===== config.mk =====
export PLATFORM = sky130hd
export DESIGN_NAME = wb_regfile
export DESIGN_NICKNAME = d
export VERILOG_FILES = /design/src/rtl/wb_regfile.sv
export SDC_FILE = /design/constraint.sdc
export NUM_CORES = 2
export LEC_CHECK = 0
export CAP_MARGIN = 20
export CELL_PAD_IN_SITES_DETAIL_PLACEMENT = 1
export CELL_PAD_IN_SITES_GLOBAL_PLACEMENT = 1
export CORE_ASPECT_RATIO = 2
export CORE_MARGIN = 1
export CORE_UTILIZATION = 46
export DETAILED_ROUTE_END_ITERATION = 8
export PLACE_DENSITY_LB_ADDON = 0.1
export SKIP_LAST_GASP = 1
export SYNTH_ARGS = -nofsm -noshare
export SYNTH_HDL_FRONTEND = slang
export SYNTH_SLANG_ARGS = --single-unit

===== constraint.sdc =====
create_clock -name clk -period 2.3 [get_ports clk]
set_input_delay 0.345 -clock clk [delete_from_list [all_inputs] [get_ports clk]]
set_output_delay 0.345 -clock clk [all_outputs]
set_load 0.01 [all_outputs]

===== src/rtl/wb_regfile.sv =====
// wb_regfile: write-back stage register file.
// Selects write-back data (load data or ALU result), commits it to a
// 2^ADDR_W x DATA_W register file with r0 hardwired to zero, and serves two
// combinational ID-stage read ports, one debug read port and a retired-write
// counter.
// Optional feature: define WB_BYPASS_EN to give ports A and B a same-cycle
// write-through bypass. The debug port is never bypassed.
module wb_regfile #(
   parameter int DATA_W = 32,
   parameter int ADDR_W = 5,
   parameter int CNT_W  = 32
) (
   input  logic              clk,
   input  logic              clrn,
   input  logic              wb_wreg,
   input  logic              wb_m2reg,
   input  logic [DATA_W-1:0] wb_mo,
   input  logic [DATA_W-1:0] wb_alu,
   input  logic [ADDR_W-1:0] wb_rn,
   input  logic [ADDR_W-1:0] rna,
   input  logic [ADDR_W-1:0] rnb,
   output logic [DATA_W-1:0] qa,
   output logic [DATA_W-1:0] qb,
   input  logic [ADDR_W-1:0] dbg_rn,
   output logic [DATA_W-1:0] dbg_q,
   output logic [CNT_W-1:0]  wb_cnt
);

   localparam int DEPTH = 1 << ADDR_W;
   localparam logic [CNT_W-1:0] CNT_ONE = {{(CNT_W-1){1'b0}}, 1'b1};

   logic [DATA_W-1:0] r_regs [DEPTH];
   logic [CNT_W-1:0]  r_cnt;

   logic [DATA_W-1:0] w_wdata;
   logic              w_commit;
   logic [DATA_W-1:0] w_rd_a;
   logic [DATA_W-1:0] w_rd_b;

   // wb_m2reg only matters when a write actually commits.
   assign w_wdata  = wb_m2reg ? wb_mo : wb_alu;
   // Writes to r0 are dropped entirely: no state change, no count.
   assign w_commit = wb_wreg && (wb_rn != '0);

   // Commit the selected write-back data and count every retired write.
   // NOTE: the whole array is cleared by clrn so no read can ever return X;
   // that costs a reset net on every flop, so this stays a flop array
   // rather than a RAM macro. All state here uses <= so every read in the
   // same edge sees pre-edge values.
   always_ff @(posedge clk or negedge clrn) begin
      if (!clrn) begin
         for (int i = 0; i < DEPTH; i++) begin
            r_regs[i] <= '0;
         end
         r_cnt <= '0;
      end else if (w_commit) begin
         r_regs[wb_rn] <= w_wdata;
         r_cnt         <= r_cnt + CNT_ONE;
      end
   end

   // Stored-contents reads; index 0 is forced to zero on every port.
   assign w_rd_a = (rna == '0)    ? '0 : r_regs[rna];
   assign w_rd_b = (rnb == '0)    ? '0 : r_regs[rnb];
   assign dbg_q  = (dbg_rn == '0) ? '0 : r_regs[dbg_rn];

`ifdef WB_BYPASS_EN
   logic w_byp_a;
   logic w_byp_b;

   // w_commit already excludes r0, so index 0 can never be bypassed.
   // Bypass is held off while clrn is low so reset reads are always zero.
   assign w_byp_a = clrn && w_commit && (wb_rn == rna);
   assign w_byp_b = clrn && w_commit && (wb_rn == rnb);
   assign qa      = w_byp_a ? w_wdata : w_rd_a;
   assign qb      = w_byp_b ? w_wdata : w_rd_b;
`else
   // No bypass: the old value stays visible until the commit edge and
   // the hazard unit stalls one cycle instead.
   assign qa = w_rd_a;
   assign qb = w_rd_b;
`endif

   assign wb_cnt = r_cnt;

endmodule


======== Word level (Yosys, flattened, before mapping) ========
Index checks and enable logic that the tools add are counted.
word-level totals
  register bits ........................... 1,056
  input bits .............................. 88
  output and inout port bits .............. 128
  word-level logic and storage cells ...... 65
operators by class
  $add $sub $neg .......................... 1
  order comparisons ....................... 5
  mux-type cells .......................... 16
  bitwise logic cells ..................... 4
  reduce and logical (&&, ||, !) cells .... 6
operator list
  operator               count
  $bwmux 1024            1
  $bmux 32 s5            3
  $mux 32                11
  $demux 32 s5           1
  $add 32x1->32 const B  1
  $ge 6x6->1 const B     4
  $not 5->6              4
  $logic_not 5->1        3
  $lt 6x1->1 const B     1
  $reduce_bool 5->1      1
  $logic_and 1x1->1      2

======== Longest topological paths before layout ========
  depth after elaboration ................. 6
  depth in mapped cells ................... 9
  depth with buffers taken out ............ 6

======== Worst setup path after synthesis ========
No wires, ideal clock.
  path kind ............................... input-to-output
  start ................................... input port rna[1]
  end ..................................... output port qa[30]
  data arrival time ....................... 1.977 ns
  data required time ...................... 1.955 ns
  slack ................................... -0.022 ns
  stages .................................. 6
  buffers on the path ..................... 3
  cells stage by stage .................... buf_2 -> buf_6 -> buf_6 -> mux4_2 -> mux4_2 -> o211a_1
on the way
  cells in the longest elaborated chain, start to end .. 5
  elaborated cells on any way between the ends .. 6
  those cells by class .................... 4 x mux; 1 x bitwise; 1 x reduce/logical
ends and longest elaborated chain
  what                                        RTL line  RTL
  start, declared                             20        input logic [ADDR_W-1:0] rna,
  $not 5->6 (not written as such)             63        assign w_rd_a = (rna == '0) ? '0 : r_regs[rna];
  $bmux 32 s5                                 63
  $mux 32 (not written as such) (2 in a row)  63
  $mux 32 (*)                                 63
  end, declared                               22        output logic [DATA_W-1:0] qa,
Mark *: on every way between the ends. The rest lies on a longest branch, timed or not. The select of a mux whose other input is x is not followed.

======== Final worst setup path ========
  start ................................... register r_regs[642] (netlist name)
  end ..................................... output port dbg_q[2]
on the way
  cells in the longest elaborated chain, start to end .. 4
ends and longest elaborated chain
  what                                        RTL line  RTL
  start, declared                             32        logic [DATA_W-1:0] r_regs [DEPTH];
  start signal, assigned by index             57        r_regs[wb_rn] <= w_wdata;
  $bmux 32 s5                                 65        assign dbg_q = (dbg_rn == '0) ? '0 : r_regs[dbg_rn];
  $mux 32 (not written as such) (2 in a row)  65
  $mux 32                                     65
  end, declared                               25        output logic [DATA_W-1:0] dbg_q,
No other way between the ends. The select of a mux whose other input is x is not followed.

==> summary.txt <==
dominant cells by area after synthesis = dfrtp_1 (42%), mux4_2 (22%), a21oi_1 (4.4%), mux2i_1 (4.3%), o21ai_0 (4.1%)
cell family with most CP delay = multiplexers
clk_skew = 0.0129 ns
H-tree depth = 3
initial core utilization = 46.5%
outcome = finished with violations
EDFF count, synth = 0
post-DP HPWL = 203,000 µm
Final nets = 7,103
Logic pwr share = 37.0%
maximum fanout along the worst path = 2
synthesis-stage register bit count = 1,056
design area = 85,500 µm²
Setup Viol. Count Final = 96
violated checks = setup timing
first-pass GRT wire length = 440,000 µm
CP dominant cell by count = buf_4
number of I/O pins = 216
CTS Buffer Depth = 3
PwrDens = 828 nW/µm²
path depth of the worst reg2reg path = 5
fin crit period = 3.10 ns
Die Area = 137,000 µm²
initial antenna violation count = 11
mean number of vias per cell = 6.86
drt wl/cell = 34.6 µm
Port Buffers = 215
die height = 523 µm
FP Rows = 190
dpl ws = -1.45 ns
Mapped Nets = 5,796
Fin Hold WS = 0.0718 ns
CTS tree = built
Net Sw Power = 23.8 mW
global placement routability congestion = 0.952
Seq pwr share = 36.5%
CTS sink cnt = 1,056
Post-Syn Area = 62,400 µm²
DRC viols = 0
Clk Latency, worst-skew pair = 0.77 ns
Worst Hold Class = in2async
Peak VDD IR = 0.763 mV
fin. max-slew vios = 0
Clk network pwr share = 26.5%
Final Cycle Share = 135%
Total GRT Usage = 44.1%
relative max-transition margin = 41.4%
Synth area leader = dfrtp_1
Max Cap Violations = 0
worst setup path class = reg2out
Buf/Inv on CP = 3
Layout area overhead = 36.9%
internal power = 46.9 mW
Ys Warns = 0
vias in the first global route = 66.6k
ratio of cells with drive above 1 in the final layout = 43.3%
Primary FF master, synth = dfrtp_1
Placement Cell Area = 78,400 µm²
Slowest cell on crit path = mux4_2
post-synth top area share = 42.3%
syn avg cell area = 10.9 µm²
R2R Path End = wb_cnt[31]
post-route ant nets = 0
Fillers = 13.7k
Setup crit end kind = output pin
r2r setup slk = 0.38 ns
post-route worst setup slack = -0.802 ns
Final Power = 70.7 mW
RSZ-0062 raised after global routing = yes
die width = 263 µm
Synth Instances = 5,707
switch share = 33.7%
final hold vios = 0
Synth cell types = 47
crit-path cells = buf_4, mux4_2, mux2i_1, a22o_1, nor4_4, buf_4, buf_2
CP peak stage delay = 0.48 ns
TritonCTS Buffers = 105
Worst setup SP type = flop
largest net degree at the start of global routing = 117
CTS clk-pin slew, worst paths = 0.07 ns
Max Clock Freq = 322 MHz
r2r startpoint = wb_cnt[10]
critical path arrival = 2.76 ns
register area share after synthesis = 42.3%
1st-iter DRT viols = 6,051
worst path required time = 1.96 ns
root buffer cell = clkbuf_16
Least-Margin Pin Slew = 0.878 ns
DRT Wirelength = 305,000 µm
routed via count = 60.6k
CORE AREA = 134,000 µm²
grt total ovfl = 0
P_leak = 37.4 nW
fraction of registers with async set/reset = 100%
first-pass detailed-route iteration total = 5
stage by stage:
step,instances,utilization (%),TNS [ns]
after floorplan,5707,-,-0.0646
after global placement,8487,58.4,-84.19
after detailed placement,8487,58.4,-89.84
after CTS,8795,62.8,-51.36
after global routing,8830,63.6,-55.00
final,8830,63.6,-51.08
cells in the final DEF (no fill, tap or decap), types with 21 or more instances in the layout:
master | Yosys | final
dfrtp_1 | 1056 | 1053
mux2_2 | 142 | 113
a22oi_1 | 32 | 21
mux2_1 | 31 | 25
o21ai_0 | 512 | 502
a22o_1 | 38 | 28
o22ai_2 | 0 | 23
a21oi_1 | 543 | 541
o22ai_1 | 95 | 71
nor2_1 | 596 | 566
a211oi_1 | 124 | 41
clkbuf_8 | 0 | 23
buf_6 | 5 | 87
o221ai_1 | 32 | 32
xnor2_1 | 21 | 21
nor3_2 | 0 | 46
clkbuf_16 | 0 | 107
mux2_4 | 0 | 35
buf_2 | 132 | 79
nor2_4 | 0 | 26
a211oi_2 | 0 | 64
a221o_1 | 38 | 38
clkdlybuf4s50_1 | 0 | 103
clkinv_2 | 0 | 24
nor3_1 | 92 | 30
buf_12 | 0 | 222
mux4_2 | 622 | 622
nor2b_4 | 0 | 21
mux2i_1 | 268 | 215
nor4_4 | 0 | 32
mux2i_2 | 0 | 40
buf_4 | 26 | 1325
nor2b_1 | 96 | 70
nand2_1 | 578 | 555
cells by family after synthesis:
kind of cell	synth area share, %
simple gates	9.98
compound gates	13.1
mux	29.8
flops	42.3
buf+inv	4.26
xor+xnor	0.435
fa+ha+maj	0.0200
state kept, by name, summed over array words and instances, names as in the netlist:
signal	cells
r_regs	1024
wb_cnt	32
cells in the mapped netlist (15+ instances only):
cell type,n
nor2_1,596
clkbuf_1,436
nor2b_1,96
a22oi_1,32
buf_4,26
buf_1,29
mux2_2,142
nor3_1,92
a211oi_1,124
mux4_2,622
a22o_1,38
nand3_1,15
a221o_1,38
mux2_1,31
o21ai_0,512
o22ai_1,95
a21oi_1,543
dfrtp_1,1056
nor4_1,42
o221ai_1,32
xnor2_1,21
buf_2,132
nand2b_1,24
mux2i_1,268
nand2_1,578
o21ai_1,24
power groups by stage:
stage               Clock [mW]  Combinational [mW]  Sequential (mW)
floorplan                    0                11.6             25.4
global placement             0                22.0             25.6
detailed placement           0                23.0             26.0
CTS                       18.8                24.8             25.5
global route              19.4                27.6             26.1
finish                    18.7                26.2             25.9
what timing repair did:
action	in CTS	in global routing
pin swaps	177	122
hold buffers	1	0
setup endpoints to repair	96	96
hold endpoints to repair	190	0
buffers inserted	164	54
resized for setup	773	186
final cells by class:
| cell class | count | area (µm²) | area share [%] |
|---|---|---|---|
| antenna | 2 | 5.00 | 0.00586 |
| clock buffer | 146 | 3040 | 3.56 |
| clock inverter | 47 | 552 | 0.646 |
| inverter | 1 | 3.75 | 0.00439 |
| multi-input combinational | 4022 | 36300 | 42.5 |
| sequential | 1056 | 26400 | 30.9 |
| tap | 1728 | 2160 | 2.53 |
| timing repair buffer | 1828 | 17000 | 19.9 |
worst max path at each step:
stage	depth (start not counted)	from	end	slack (ns)
6_report	7	r_regs[642]	dbg_q[2]	-0.80
5_1_grt	9	r_regs[903]	qb[7]	-0.81
4_1_cts	6	r_regs[224]	qa[0]	-0.76
3_5_place_dp	9	dbg_rn[1]	dbg_q[7]	-1.45
3_3_place_gp	9	dbg_rn[1]	dbg_q[7]	-1.44
2_1_floorplan	8	rna[1]	qa[5]	-0.01
layer usage:
metal	GRT usage (%)	part of all wire, %	vias to the layer above
li1	-	-	23800
met1	48.8	34	31500
met2	72.2	48	3755
met3	9.51	8.6	1526
met4	38.4	9.7	10
met5	0	0.023	-
(Power assumes the default switching activity.)
